===== config.mk =====
export PLATFORM = sky130hd
export DESIGN_NAME = branch_prediction_unit_flat
export DESIGN_NICKNAME = d
export VERILOG_FILES = /design/src/rtl/branch_prediction_unit_if.sv /design/src/rtl/branch_prediction_unit.sv /design/src/flat_wrapper.sv
export SDC_FILE = /design/constraint.sdc
export NUM_CORES = 1
export LEC_CHECK = 0
export BUFFER_PORTS_ARGS = -buffer_cell sky130_fd_sc_hd__buf_2
export CAP_MARGIN = 20
export CORE_MARGIN = 1
export CORE_UTILIZATION = 40
export CTS_CLUSTER_SIZE = 28
export DETAILED_ROUTE_END_ITERATION = 6
export PLACE_DENSITY = 0.66
export REMOVE_ABC_BUFFERS = 1
export SYNTH_ARGS = -nofsm -noshare
export SYNTH_HDL_FRONTEND = slang
export SYNTH_SLANG_ARGS = --single-unit

===== constraint.sdc =====
create_clock -name clk -period 2.8 [get_ports clk]
set_input_delay 0.42 -clock clk [delete_from_list [all_inputs] [get_ports clk]]
set_output_delay 0.42 -clock clk [all_outputs]
set_load 0.01 [all_outputs]

===== src/rtl/branch_prediction_unit_if.sv =====
// branch_prediction_unit_if: fetch lookup and execute training signals of the branch predictor
interface branch_prediction_unit_if #(
    parameter int XLEN       = 32,
    parameter int INDEX_BITS = 6,
    parameter int CNT_WIDTH  = 16
);
    logic [XLEN-1:0]       PCF;
    logic                  PredTakenF;
    logic [INDEX_BITS-1:0] PHTIndexF;
    logic [INDEX_BITS-1:0] PHTIndexE;
    logic                  PredTakenE;
    logic [1:0]            BranchOpE;
    logic                  BranchTakenE;
    logic                  StallE;
    logic                  FlushE;
    logic                  MispredictE;
    logic [CNT_WIDTH-1:0]  BranchCount;
    logic [CNT_WIDTH-1:0]  MispredictCount;

    modport master (
        output PCF, PHTIndexE, PredTakenE, BranchOpE, BranchTakenE, StallE, FlushE,
        input  PredTakenF, PHTIndexF, MispredictE, BranchCount, MispredictCount
    );

    modport slave (
        input  PCF, PHTIndexE, PredTakenE, BranchOpE, BranchTakenE, StallE, FlushE,
        output PredTakenF, PHTIndexF, MispredictE, BranchCount, MispredictCount
    );
endinterface


===== src/rtl/branch_prediction_unit.sv =====
// branch_prediction_unit: 2-bit PHT predictor with GHR and perf counters; define BPU_GSHARE_EN for gshare indexing
module branch_prediction_unit #(
    parameter int XLEN       = 32,
    parameter int INDEX_BITS = 6,
    parameter int GHR_BITS   = 6,
    parameter int CNT_WIDTH  = 16
) (
    input logic                     clk,
    input logic                     reset,
    branch_prediction_unit_if.slave bus
);
    localparam int ENTRIES = 1 << INDEX_BITS;

    logic [1:0]            pht_q [ENTRIES];
    logic [GHR_BITS-1:0]   ghr_q, ghr_d;
    logic [CNT_WIDTH-1:0]  bc_q, bc_d, mc_q, mc_d;
    logic [1:0]            ctr, ctr_d;
    logic [INDEX_BITS-1:0] idx_f;
    logic                  is_cond, valid;
    logic                  unused_pc;

    assign unused_pc = ^{bus.PCF[XLEN-1:INDEX_BITS+2], bus.PCF[1:0]};

`ifdef BPU_GSHARE_EN
    assign idx_f = bus.PCF[INDEX_BITS+1:2] ^ INDEX_BITS'(ghr_q);
`else
    assign idx_f = bus.PCF[INDEX_BITS+1:2];
`endif

    // Fetch lookup and execute-side misprediction flag, both purely combinational
    always_comb begin
        is_cond         = bus.BranchOpE == 2'b10;
        valid           = is_cond & ~bus.StallE & ~bus.FlushE & ~reset;
        bus.MispredictE = is_cond & ~bus.FlushE & (bus.PredTakenE != bus.BranchTakenE);
        bus.PHTIndexF   = idx_f;
        bus.PredTakenF  = pht_q[idx_f][1];
    end

    // Next values for the trained counter, history and saturating perf counters
    always_comb begin
        ctr   = pht_q[bus.PHTIndexE];
        ctr_d = bus.BranchTakenE ? ((ctr == 2'b11) ? ctr : ctr + 2'd1)
                                 : ((ctr == 2'b00) ? ctr : ctr - 2'd1);
        ghr_d = GHR_BITS'({ghr_q, bus.BranchTakenE});
        bc_d  = (&bc_q) ? bc_q : bc_q + CNT_WIDTH'(1);
        mc_d  = (bus.MispredictE && !(&mc_q)) ? mc_q + CNT_WIDTH'(1) : mc_q;
    end

    // State update only on a resolved, non-stalled, non-flushed conditional branch
    always_ff @(posedge clk) begin
        if (reset) begin
            for (int i = 0; i < ENTRIES; i++) pht_q[i] <= 2'b01;
            ghr_q <= '0;
            bc_q  <= '0;
            mc_q  <= '0;
        end else if (valid) begin
            pht_q[bus.PHTIndexE] <= ctr_d;
            ghr_q <= ghr_d;
            bc_q  <= bc_d;
            mc_q  <= mc_d;
        end
    end

    assign bus.BranchCount     = bc_q;
    assign bus.MispredictCount = mc_q;
endmodule


===== src/flat_wrapper.sv =====
// flat-port wrapper written by rule: the top's interface ports become plain ports
module branch_prediction_unit_flat 
#(
    parameter int XLEN       = 32,
    parameter int INDEX_BITS = 6,
    parameter int GHR_BITS   = 6,
    parameter int CNT_WIDTH  = 16
)
  (clk, reset, bus_PCF, bus_PHTIndexE, bus_PredTakenE, bus_BranchOpE, bus_BranchTakenE, bus_StallE, bus_FlushE, bus_PredTakenF, bus_PHTIndexF, bus_MispredictE, bus_BranchCount, bus_MispredictCount);
  branch_prediction_unit_if #(.XLEN(XLEN), .INDEX_BITS(INDEX_BITS), .CNT_WIDTH(CNT_WIDTH)) bus_i ();
  input logic clk;
  input logic reset;
  input wire logic [$bits(bus_i.PCF)-1:0] bus_PCF;
  input wire logic [$bits(bus_i.PHTIndexE)-1:0] bus_PHTIndexE;
  input wire logic [$bits(bus_i.PredTakenE)-1:0] bus_PredTakenE;
  input wire logic [$bits(bus_i.BranchOpE)-1:0] bus_BranchOpE;
  input wire logic [$bits(bus_i.BranchTakenE)-1:0] bus_BranchTakenE;
  input wire logic [$bits(bus_i.StallE)-1:0] bus_StallE;
  input wire logic [$bits(bus_i.FlushE)-1:0] bus_FlushE;
  output wire logic [$bits(bus_i.PredTakenF)-1:0] bus_PredTakenF;
  output wire logic [$bits(bus_i.PHTIndexF)-1:0] bus_PHTIndexF;
  output wire logic [$bits(bus_i.MispredictE)-1:0] bus_MispredictE;
  output wire logic [$bits(bus_i.BranchCount)-1:0] bus_BranchCount;
  output wire logic [$bits(bus_i.MispredictCount)-1:0] bus_MispredictCount;
  assign bus_i.PCF = bus_PCF;
  assign bus_i.PHTIndexE = bus_PHTIndexE;
  assign bus_i.PredTakenE = bus_PredTakenE;
  assign bus_i.BranchOpE = bus_BranchOpE;
  assign bus_i.BranchTakenE = bus_BranchTakenE;
  assign bus_i.StallE = bus_StallE;
  assign bus_i.FlushE = bus_FlushE;
  assign bus_PredTakenF = bus_i.PredTakenF;
  assign bus_PHTIndexF = bus_i.PHTIndexF;
  assign bus_MispredictE = bus_i.MispredictE;
  assign bus_BranchCount = bus_i.BranchCount;
  assign bus_MispredictCount = bus_i.MispredictCount;
  branch_prediction_unit #(.XLEN(XLEN), .INDEX_BITS(INDEX_BITS), .GHR_BITS(GHR_BITS), .CNT_WIDTH(CNT_WIDTH)) u_core (.clk(clk), .reset(reset), .bus(bus_i));
endmodule

# After elaboration in Yosys (flattened, before gate mapping)
# Memory sizes are Yosys's and may differ from the RTL's.
# Cells that the tools add are included.
dict set report totals {
  elab_cells 38
  ram_bits 128
  mem_count 1
  output_inout_bits 40
  regBits 32
  input_bits 46
}
# name words width read_ports rd_clocked_by_memory_dff write_ports line_no
set memory_table {}
lappend memory_table {u_core.pht_q 64 2 2 0 64 branch_prediction_unit.sv:14} ;# logic [1:0] pht_q [ENTRIES];
dict set report classes {
  bitwise 9
  n_eq_ne 3
  n_addsub 4
  n_mux 11
  n_reduce_logical 8
}
# operator count
set ops {}
lappend ops {{adder 16 x 1 -> 16 bit (second input constant)} 2}
lappend ops {{AND reduction 16 bit} 2}
lappend ops {{two-way mux 2 bit} 4}
lappend ops {{two-way mux 1 bit} 6}
lappend ops {{two-way mux 6 bit} 1}
lappend ops {{bitwise AND 1 bit} 5}
lappend ops {{equality test 2 bit (second input constant)} 2}
lappend ops {{NOT 1 bit} 4}
lappend ops {{AND reduction 2 bit} 2}
lappend ops {{adder 2 x 1 -> 2 bit (second input constant)} 1}
lappend ops {{zero test 2 bit} 1}
lappend ops {{OR reduction 2 bit} 1}
lappend ops {{subtractor 2 x 1 -> 2 bit (second input constant)} 1}
lappend ops {{logical AND 1 bit} 1}
lappend ops {{zero test 1 bit} 1}
lappend ops {{inequality test 1 bit} 1}

# Logic depth before layout (Yosys ltp)
dict set report depth {
  ltp_word 9
  depth_mapped 12
  ltp_nobuf 8
}

# Worst setup path after synthesis
# OpenSTA, ideal clock, no wires.
dict set report synth_path {
  kind {input port to output port}
  from {input bus_PCF[2]}
  to {output bus_PredTakenF}
  required_time_ns 2.380
  arrival_time_ns 2.424
  path_buffers 2
  cell_stages 5
  slack_ns -0.044
  path_cell_list {buf_2 > buf_2 > mux4_2 > mux4_2 > mux4_2}
}
dict set report synth_between {
  elab_chain_cells 1
}
# element line_no
set synth_lines {}
lappend synth_lines {{from (decl)} flat_wrapper.sv:13} ;# input wire logic [$bits(bus_i.PCF)-1:0] bus_PCF;
lappend synth_lines {{memory (64 x 2 bit)} n/a}
lappend synth_lines {{to (decl)} flat_wrapper.sv:20} ;# output wire logic [$bits(bus_i.PredTakenF)-1:0] bus_PredTakenF;
# No other way between the ends.

==> flow_metrics.tcl <==
set metrics [dict create \
    status "finished, violations left" \
    violations "setup timing" \
    route.detailed.drc 0 \
    fp.dieArea_um2 22700 \
    cts.sinks 160 \
    worstSkewPairLatency_ns 0.43 \
    start_util_pct 40.7 \
    synth.cell_area_um2 8850 \
    dieHeight_um 151 \
    dpl.hpwl_mm 16.0 \
    period_share_pct 104 \
    ios 86 \
    hp-start "u_core.bus.BranchCount[14]$_SDFFE_PP0P_" \
    hold_path_depth 2 \
    clk_pin_slew_ns 0.06 \
    r2r_cells 8 \
    end_kind "output port" \
    cp-start-kind "register" \
    async_flop_share_pct 0 \
    min_period_ns 2.91 \
    worst_pin_slew_ns 0.952 \
    dr.pass1.iters 4 \
    vias_per_cell 5.65 \
    diodes 0 \
    grt_start_max_net_pins 97 \
    ys_seq_elements 160 \
    vias 6778 \
    rows 54 \
    area_growth_pct 18.3 \
    synth.yosys.seq_area_share_pct 50.7 \
    hold_violations 0 \
    cts-root-buf "clkbuf_16" \
    grt_pass1_wl_mm 35.7 \
    leakage_uw 0.00361 \
    cts_buffer_depth 2 \
    nets 954 \
    arrival_ns 2.49 \
    drv_cap 0 \
    port_buffers 59 \
    synth_edf_count 128 \
    path_cells "mux4_2 > mux4_2 > mux4_2 > buf_6" \
    required_ns 2.38 \
    path_common_cell "mux4_2" \
    worst_slack_ns -0.108 \
    r2r_start "u_core.pht_q[37][1]$_SDFFCE_PN0P_" \
    crit_start "u_core.pht_q[27][1]$_SDFFCE_PN0P_" \
    finalPower_uw 5660 \
    place_congestion 0.877 \
    syn_inst 819 \
    holdBufCountCts 0 \
    max_freq_mhz 344 \
    grt_pass1_vias 6496 \
    rsz0062_at_grt "true" \
    postSynthAreaPerCell_um2 10.8 \
    critPathMaxFanout 2 \
    core_um2 21800 \
    track_usage_pct 21.3 \
    crit_type "reg -> out" \
    cts_buffers 17 \
    synth-warning-count 0 \
    grt_antenna_before_repair 1 \
    wl_mm 22.8 \
    layout-drive-gt1-share_pct 29.2 \
    r2r_slack_ns 0.29 \
    hold_class "reg -> reg" \
    slowest_delay_ns 0.52 \
    slowest_stage "mux4_2" \
    fin_skew_ns 0.0112 \
    first_iter_violations 574 \
    cts_max_level 4 \
    ir_drop_uv 427 \
    setup_viol 1 \
    grt-ovfl-total 0 \
    slew_headroom_pct 36.5 \
    die_w_um 151 \
    ys_types 59 \
    hold_ws_ns 0.499 \
    cts_tree "done" \
    powerDensity_nw_per_um2 540 \
    slew_violations 0 \
    ant_nets 0 \
    routedWlPerCell_um 19.0 \
    synthFlopType "edfxtp_1" \
]
[report_power, final]
part / switching [uW] / total (uW) / internal (uW) / leakage (uW)
clock: 949 / 2350 / 1400 / 0.000292
sequential: 23.7 / 2620 / 2600 / 0.00138
combinational: 410 / 692 / 282 / 0.00194
[logic make-up (layout without fill, tap and decap cells)]
family,count (synthesis),count (layout),synth area share [%]
AOI/OAI and AO/OA,88,88,7.22
adders and majority gates,4,4,0.537
buffers and inverters,96,196,5.82
DFF,160,160,50.7
muxes,58,58,10.1
and+or+nand+nor,388,388,23.2
xor gates and xnor gates,25,25,2.47
[cell usage after synthesis, drive strengths merged (3+ instances only)]
library cell,instances,share of area [%]
a211oi,3,0.25
a21oi,15,0.85
a221oi,8,0.79
and2,3,0.21
and3,7,0.49
buf,57,4.2
clkbuf,23,0.98
dfxtp,32,7.2
edfxtp,128,43
inv,16,0.68
mux2i,32,3.6
mux4,25,6.4
nand2,83,3.5
nand2b,36,2.5
nand3,62,3.5
nand3b,4,0.34
nand4,8,0.57
nor2,100,4.4
nor3,39,3.8
o21a,3,0.25
o21ai,8,0.45
o21bai,13,1.1
o22ai,9,0.64
o31ai,8,0.68
o32ai,10,0.99
or2,22,1.6
or3,9,0.64
or3b,4,0.42
xnor2,6,0.59
xor2,19,1.9
[metal layers]
| layer | global-route usage, % | vias to the layer above | part of all wire [%] |
|---|---|---|---|
| li1 | - | 3144 | - |
| met4 | 7.90 | 2 | 2.4 |
| met3 | 4.91 | 52 | 7.7 |
| met2 | 34.3 | 278 | 47 |
| met5 | 0 | - | 0.039 |
| met1 | 27.9 | 3302 | 42 |
[state kept, by name, indices dropped and copies added (netlist names)]
register                    flops
u_core.pht_q                  128
u_core.bus.BranchCount         16
u_core.bus.MispredictCount     16
[per-stage QoR]
step	TNS, ns	utilization [%]	worst slack (ns)	instances	area, um^2
after global placement	-15.51	45.4	-0.194	1166	9870
after floorplan	-2.86	-	-0.0675	739	8400
final	-0.108	48.1	-0.108	1199	10500
after global routing	-0.182	48.1	-0.182	1199	10500
after detailed placement	-11.34	45.4	-0.178	1166	9870
after CTS	-0.111	48.1	-0.111	1199	10500
[critical path, delay by kind of cell, from the launching register on]
kind	cells	cell delay, ns
multiplexers	3	1.51
buffers and inverters	1	0.13
flip-flops	1	0.43
[path summary, 6_finish.rpt]
kind,to
setup / recovery,bus_PredTakenF
hold / removal,u_core.bus.BranchCount[14]$_SDFFE_PP0P_
setup reg to reg,u_core.pht_q[53][0]$_SDFFCE_PN1P_
hold reg to reg,u_core.bus.BranchCount[14]$_SDFFE_PP0P_
[cells in the final DEF (no fill, tap or decap), drive strengths merged, types with 17 or more instances in the layout]
| master | instances |
|---|---|
| buf | 148 |
| clkbuf | 17 |
| dfxtp | 32 |
| edfxtp | 128 |
| inv | 19 |
| mux2i | 32 |
| mux4 | 25 |
| nand2 | 83 |
| nand2b | 36 |
| nand3 | 62 |
| nor2 | 100 |
| nor3 | 39 |
| or2 | 22 |
| xor2 | 19 |
[what timing repair did]
action,in CTS,in global routing
setup buffers,1,0
setup endpoints to repair,1,1
endpoints found under the hold margin,0,0
gates resized for setup,0,1
[final cells by class]
class | instances | area (um^2)
Clock buffer | 17 | 425
Clock inverter | 15 | 165
Fill cell | 1958 | 11300
Inverter | 16 | 60.1
Multi-Input combinational cell | 563 | 3870
Sequential cell | 160 | 4480
Tap cell | 280 | 350
Timing Repair Buffer | 148 | 1120
Note: power is estimated with default switching activity, not from simulation.
